<file path="config.mk">
export PLATFORM = sky130hd
export DESIGN_NAME = snitch_icache_l0_perf_cnt
export DESIGN_NICKNAME = d
export VERILOG_FILES = /design/src/rtl/snitch_icache_l0_perf_cnt.sv
export SDC_FILE = /design/constraint.sdc
export NUM_CORES = 2
export LEC_CHECK = 0
export ABC_AREA = 0
export CAP_MARGIN = 20
export CORE_UTILIZATION = 40
export CTS_BUF_LIST = sky130_fd_sc_hd__clkbuf_8
export DETAILED_ROUTE_END_ITERATION = 10
export HOLD_SLACK_MARGIN = 0.12
export PLACE_DENSITY = 0.54
export SLEW_MARGIN = 20
export SYNTH_ARGS = -nofsm -noshare
export SYNTH_HDL_FRONTEND = slang
export SYNTH_SLANG_ARGS = --single-unit
</file>
<file path="constraint.sdc">
create_clock -name clk_i -period 3.8 [get_ports clk_i]
set_input_delay 0.76 -clock clk_i [delete_from_list [all_inputs] [get_ports clk_i]]
set_output_delay 0.76 -clock clk_i [all_outputs]
set_load 0.01 [all_outputs]
</file>
<file path="src/rtl/snitch_icache_l0_perf_cnt.sv">
// Performance counter bank for the L0 instruction cache events of every
// fetch port. Live counters run from the event levels; a shadow bank holds
// a snapshot that is read through a valid/ready request/response port.
module snitch_icache_l0_perf_cnt #(
   parameter int NR_PORTS      = 4,
   parameter int COUNTER_WIDTH = 32,
   parameter int SATURATE      = 0,
   parameter int PORT_IW       = (NR_PORTS > 1) ? $clog2(NR_PORTS) : 1
) (
   input  logic                         clk_i,
   input  logic                         rst_i,
   input  logic                         enable_i,
   input  logic                         clear_i,
   input  logic [NR_PORTS*5-1:0]        events_i,
   input  logic                         snapshot_i,
   input  logic                         rd_valid_i,
   output logic                         rd_ready_o,
   input  logic [PORT_IW-1:0]           rd_port_i,
   input  logic [2:0]                   rd_event_i,
   output logic                         rsp_valid_o,
   input  logic                         rsp_ready_i,
   output logic [COUNTER_WIDTH-1:0]     rsp_data_o,
   output logic                         rsp_error_o,
   output logic [NR_PORTS*5-1:0]        overflow_o
);

   localparam int NR_EVENTS = 5;
   localparam int NR_CNT    = NR_PORTS * NR_EVENTS;
   localparam logic [COUNTER_WIDTH-1:0] CNT_MAX = '1;
   localparam logic [COUNTER_WIDTH-1:0] CNT_ONE = {{(COUNTER_WIDTH-1){1'b0}}, 1'b1};

   logic [NR_CNT-1:0][COUNTER_WIDTH-1:0] cnt_q, cnt_d;
   logic [NR_CNT-1:0][COUNTER_WIDTH-1:0] shadow_q, shadow_d;
   logic [NR_CNT-1:0]                    ovf_q, ovf_d;

   logic                     rsp_valid_q, rsp_valid_d;
   logic                     rsp_err_q, rsp_err_d;
   logic [COUNTER_WIDTH-1:0] rsp_data_q, rsp_data_d;

   logic                     rd_accept;
   logic                     rd_err;
   logic [COUNTER_WIDTH-1:0] rd_sel;

   // Live counters: clear wins over increment; all-ones either wraps or holds and flags overflow
   always_comb begin
      cnt_d = cnt_q;
      ovf_d = ovf_q;
      for (int i = 0; i < NR_CNT; i++) begin
         if (clear_i) begin
            cnt_d[i] = '0;
            ovf_d[i] = 1'b0;
         end else if (enable_i && events_i[i]) begin
            if (cnt_q[i] == CNT_MAX) begin
               ovf_d[i] = 1'b1;
               cnt_d[i] = (SATURATE != 0) ? CNT_MAX : '0;
            end else begin
               cnt_d[i] = cnt_q[i] + CNT_ONE;
            end
         end
      end
   end

   // Shadow bank captures the live values as they stood before this cycle's update
   always_comb begin
      shadow_d = snapshot_i ? cnt_q : shadow_q;
   end

   // Decode the read index and select the shadow value; out-of-range reads return zero
   always_comb begin
      rd_err = (int'(rd_port_i) >= NR_PORTS) || (rd_event_i >= 3'd5);
      rd_sel = '0;
      for (int p = 0; p < NR_PORTS; p++) begin
         for (int e = 0; e < NR_EVENTS; e++) begin
            if ((int'(rd_port_i) == p) && (int'(rd_event_i) == e)) begin
               rd_sel = shadow_q[p*NR_EVENTS+e];
            end
         end
      end
   end

   assign rd_ready_o = !rsp_valid_q || rsp_ready_i;
   assign rd_accept  = rd_valid_i && rd_ready_o;

   // Single response slot: load on accept, release on drain, otherwise hold
   always_comb begin
      rsp_valid_d = rsp_valid_q;
      rsp_err_d   = rsp_err_q;
      rsp_data_d  = rsp_data_q;
      if (rd_accept) begin
         rsp_valid_d = 1'b1;
         rsp_err_d   = rd_err;
         rsp_data_d  = rd_err ? '0 : rd_sel;
      end else if (rsp_ready_i) begin
         rsp_valid_d = 1'b0;
      end
   end

   // State registers with synchronous reset
   always_ff @(posedge clk_i) begin
      if (rst_i) begin
         cnt_q       <= '0;
         shadow_q    <= '0;
         ovf_q       <= '0;
         rsp_valid_q <= 1'b0;
         rsp_err_q   <= 1'b0;
         rsp_data_q  <= '0;
      end else begin
         cnt_q       <= cnt_d;
         shadow_q    <= shadow_d;
         ovf_q       <= ovf_d;
         rsp_valid_q <= rsp_valid_d;
         rsp_err_q   <= rsp_err_d;
         rsp_data_q  <= rsp_data_d;
      end
   end

   assign rsp_valid_o = rsp_valid_q;
   assign rsp_error_o = rsp_err_q;
   assign rsp_data_o  = rsp_data_q;
   assign overflow_o  = ovf_q;

endmodule

</file>
==> summary.md <==
| Metric | Value |
|---|---|
| Status | `complete, but fails checks` |
| Failing checks | `DRC` |
| Placeable core region | `between 100000 and 150000 sq um` |
| Count of flip-flops with a built-in enable after synthesis | `0` |
| Effective utilization at floorplan | `40.5%` |
| Die area | `147000 sq um` |
| Share of synthesized registers carrying an async set or reset | `0%` |
| Path class of the lowest-slack min-delay path | `in -> reg` |
| Library cell appearing most often on the critical path | `sky130_fd_sc_hd__buf_4` |
| Clock buffer depth | `3` |
| Required time at the worst-slack endpoint | `4.59 ns` |
| Area share of the largest cell type after synthesis | `roughly 46%` |
| Post-synthesis cell type with the largest combined area | `sky130_fd_sc_hd__dfxtp_1` |
| Wire length of the first global-routing pass | `~320000 um` |
| Filler cell count | `14200` |
| Tightest hold margin | `0.353 ns` |
| Multiplexer share of the synthesized area | `12.1%` |
| Ys Warns | `0` |
| Number of rows created at floorplan | `139` |
| Setup WS post-layout | `0.806 ns` |
| DRC errors left | `6` |
| Most common library cell in the layout ignoring fill and taps | `sky130_fd_sc_hd__nor2_1` |
| Fraction of layout instances using a drive strength above 1 | `9.12%` |
| TritonCTS clock tree | `yes` |
| Setup Skew | `0.0586 ns` |
| CP Max Fanout | `32` |
| Critical Path End Type | `flop` |
| Worst vdd rail ir drop | `0.000332 V` |
| Critical path cell sequence | `buf_6 -> buf_4 -> nor2_2 -> buf_4 -> nand2_1 -> o22ai_1 -> a21oi_1 -> o21ai_0 -> a31oi_1` |
| Fmax | `334 MHz` |
| Measured slew at the worst slew-check pin | `1.21 ns` |
| # H-tree levels | `4` |
| Synth top area cells | `sky130_fd_sc_hd__dfxtp_1 46%, sky130_fd_sc_hd__mux2i_1 12%, sky130_fd_sc_hd__nor2_1 9.8%` |
| Leading register cell type out of synthesis | `sky130_fd_sc_hd__dfxtp_1` |
| Routability congestion estimate | `1.08` |
| Synth Area in Simple Gates | `22.4%` |
| Clock latency on the worst-skew pair | `a little under 1 ns` |
| Post-route minimum period | `2.99 ns` |
| DR WL/cell | `25.4 um` |
| Sequential cell area fraction in the yosys report | `45.8%` |
| Signed area change from the synthesized netlist to the final layout | `14.2%` |
| Final antenna-violating net count | `0` |
| Vias in the first global route | `44900` |
| Delay of the slowest cell on the worst path | `0.65 ns` |
| Pin count of the biggest net entering global routing | `97` |
| Synthesized-area fraction occupied by ao, oa, aoi and oai cells | `7.41%` |
| Count of cell types in the netlist | `88` |
| Count of input and output buffers | `86` |
| Most frequent cells in the layout | `1517 x sky130_fd_sc_hd__nor2_1, 1334 x sky130_fd_sc_hd__dfxtp_1, 681 x sky130_fd_sc_hd__mux2i_1` |
| Clock root buffer master | `sky130_fd_sc_hd__clkbuf_8` |
| Number of top-level pins | `87` |
| Number of vias in the routed layout | `48900` |
| Number of flip-flops and latches in the synthesized netlist | `1334` |
| RSZ-0062 raised after global routing | `false` |
| Launching element type of the critical path | `input pin` |
| # nets final | `slightly below 7000` |
| Slew Limit Fails | `0` |
| Post-synthesis share of cell area spent on full adders, half adders and majority gates | `less than 1%` |
| Clk slew on worst S/H paths | `0.06 ns` |
| Post-DP HPWL | `171000 um` |
| Post-synthesis xor/xnor area fraction | `8.72%` |
| Via-to-Cell Ratio | `5.54` |
| Count of final hold-check violations | `0` |
| Worst path slowest cell | `sky130_fd_sc_hd__o21ai_0` |
| Antenna violations before repair | `6` |
| Final-report setup violation count | `0` |
| Clock sink total | `1334` |
| Post-Syn Area per Cell | `8.84 sq um` |
| Horiz. Die Dim | `~380 um` |
| Number of maximum-capacitance violations | `0` |
| Drt first pass iters | `10` |
| Bufs and invs on worst path | `3` |
| Final clock period utilization by the worst path | `78.8%` |
| Violation count after the first detailed-routing iteration | `4408` |
| Total nets after synthesis | `around 6600` |
| GRT Overall Usage | `29.8%` |
| Total wire length after detailed routing | `224000 um` |
| Mapped Area | `about 60000 sq um` |
| Startpoint-to-endpoint class of the critical path | `in -> reg` |
| Floorplan die height | `384 um` |
| Leakage power summed over all cells | `25.0 nW` |
| Cell class contributing the biggest share of worst-path delay | `compound AO/OA/AOI/OAI gates` |
| Pwr dens | `441 nW/um^2` |
| Worst rel slew slack | `18.9%` |
| Post-CTS Resized | `0` |
| Gate count after technology mapping | `6594` |
| Combinational family with the most area after synthesis | `simple AND/OR/NAND/NOR gates` |
| Total overflow reported by the global router | `0` |
| Placement Setup Slack | `~0.023 ns` |
| Number of buffers created by CTS | `227` |
| Data arrival time of the critical path | `3.78 ns` |
==> final cells by class <==
type                    count  area, sq um  share of cell area (%)
well taps                1903         2380                    3.58
diodes                      2         5.00                 0.00752
multi-input cells        4829        29800                    44.9
clock buffers             303         4170                    6.27
inverters                  67          251                   0.378
flip-flops and latches   1334        26700                    40.1
clock inverters           122          835                    1.25
repair buffers            254         2330                    3.50
==> worst reg2reg max path: stages, from the launching register on <==
cell and delay [ns]:
sky130_fd_sc_hd__dfxtp_1 0.31, sky130_fd_sc_hd__nand2b_1 0.27, sky130_fd_sc_hd__nand2_1 0.29, sky130_fd_sc_hd__buf_4 0.28, sky130_fd_sc_hd__nand2_1 0.10, sky130_fd_sc_hd__nand3_1 0.12
sky130_fd_sc_hd__a2111oi_1 1.08, sky130_fd_sc_hd__a31oi_1 0.18
==> where the power goes <==
part / internal (mW) / total (mW) / leakage (nW) / switching, mW
Combinational: 0.410 / 1.37 / 11.4 / 0.956
Sequential: 14.0 / 14.0 / 10.7 / 0.0350
Clock: 7.65 / 13.9 / 2.82 / 6.28
Total: 22.1 / 29.3 / 25.0 / 7.27
==> state kept, by name (all words and copies together) (netlist names) <==
signal,cells
rsp_error_o,1
overflow_o,20
rsp_valid_o,1
cnt_q,640
shadow_q,640
rsp_data_o,32
==> cell usage after synthesis, drive strengths merged, types with 13 or more instances <==
master and count:
a21oi 153, and3 110, clkbuf 200, nor3 96, o21a 18, nand2b 19, inv 66, ha 20
o22ai 37, a22oi 56, o211ai 15, and2 41, o21ai 175, nand4 169, or3 35, a22o 18
xnor2 213, nand3 271, and4 67, nor2 1523, dfxtp 1334, or2 14, nor4 35, mux2i 681
buf 164, a221oi 38, a211oi 13, nor2b 21, nand2 430, xor2 367
==> routing by layer <==
metal | up-vias | routed length (um) | global-route usage, % | part of all wire (%)
met5 | - | 35 | 0 | 0.016
met4 | 6 | 11400 | 14.2 | 5.1
met3 | 427 | 14800 | 5.20 | 6.6
met2 | 1734 | 98400 | 46.0 | 44
met1 | 23700 | 99000 | 40.2 | 44
li1 | 23000 | - | - | -
==> timing repair <==
| action | CTS | global route |
|---|---|---|
| hold buffers | 1 | 0 |
| buffers inserted | 0 | 0 |
| endpoints found under the hold margin | 7 | 0 |
==> kinds of logic after synthesis <==
family | Yosys count
buffers and inverters | 431
muxes | 698
AOI/OAI and AO/OA | 656
xor gates and xnor gates | 580
and+or+nand+nor | 2875
adders and majority gates | 20
DFF | 1334
==> path summary, 6_finish.rpt <==
path	start	to	slack [ns]	cells past startpoint
hold reg to reg	overflow_o[17]	overflow_o[17]	0.45	2
setup / recovery	rd_event_i[0]	rsp_data_o[31]	0.81	9
setup reg to reg	rsp_valid_o	rsp_data_o[31]	0.99	7
hold / removal	snapshot_i	shadow_q[503]	0.35	3
==> metrics by stage <==
step	cells	power (mW)	utilization [%]	cell area, sq um	setup TNS, ns
after global placement	8386	15.7	42.7	61500	-0.102
after CTS	8812	29.7	46.2	66500	0
final	8814	29.3	46.2	66500	0
after detailed placement	8386	15.7	42.7	61500	0
after floorplan	6594	15.2	-	58300	0
after global routing	8813	30.4	46.2	66500	0
Power figures use the tool's default switching activity.
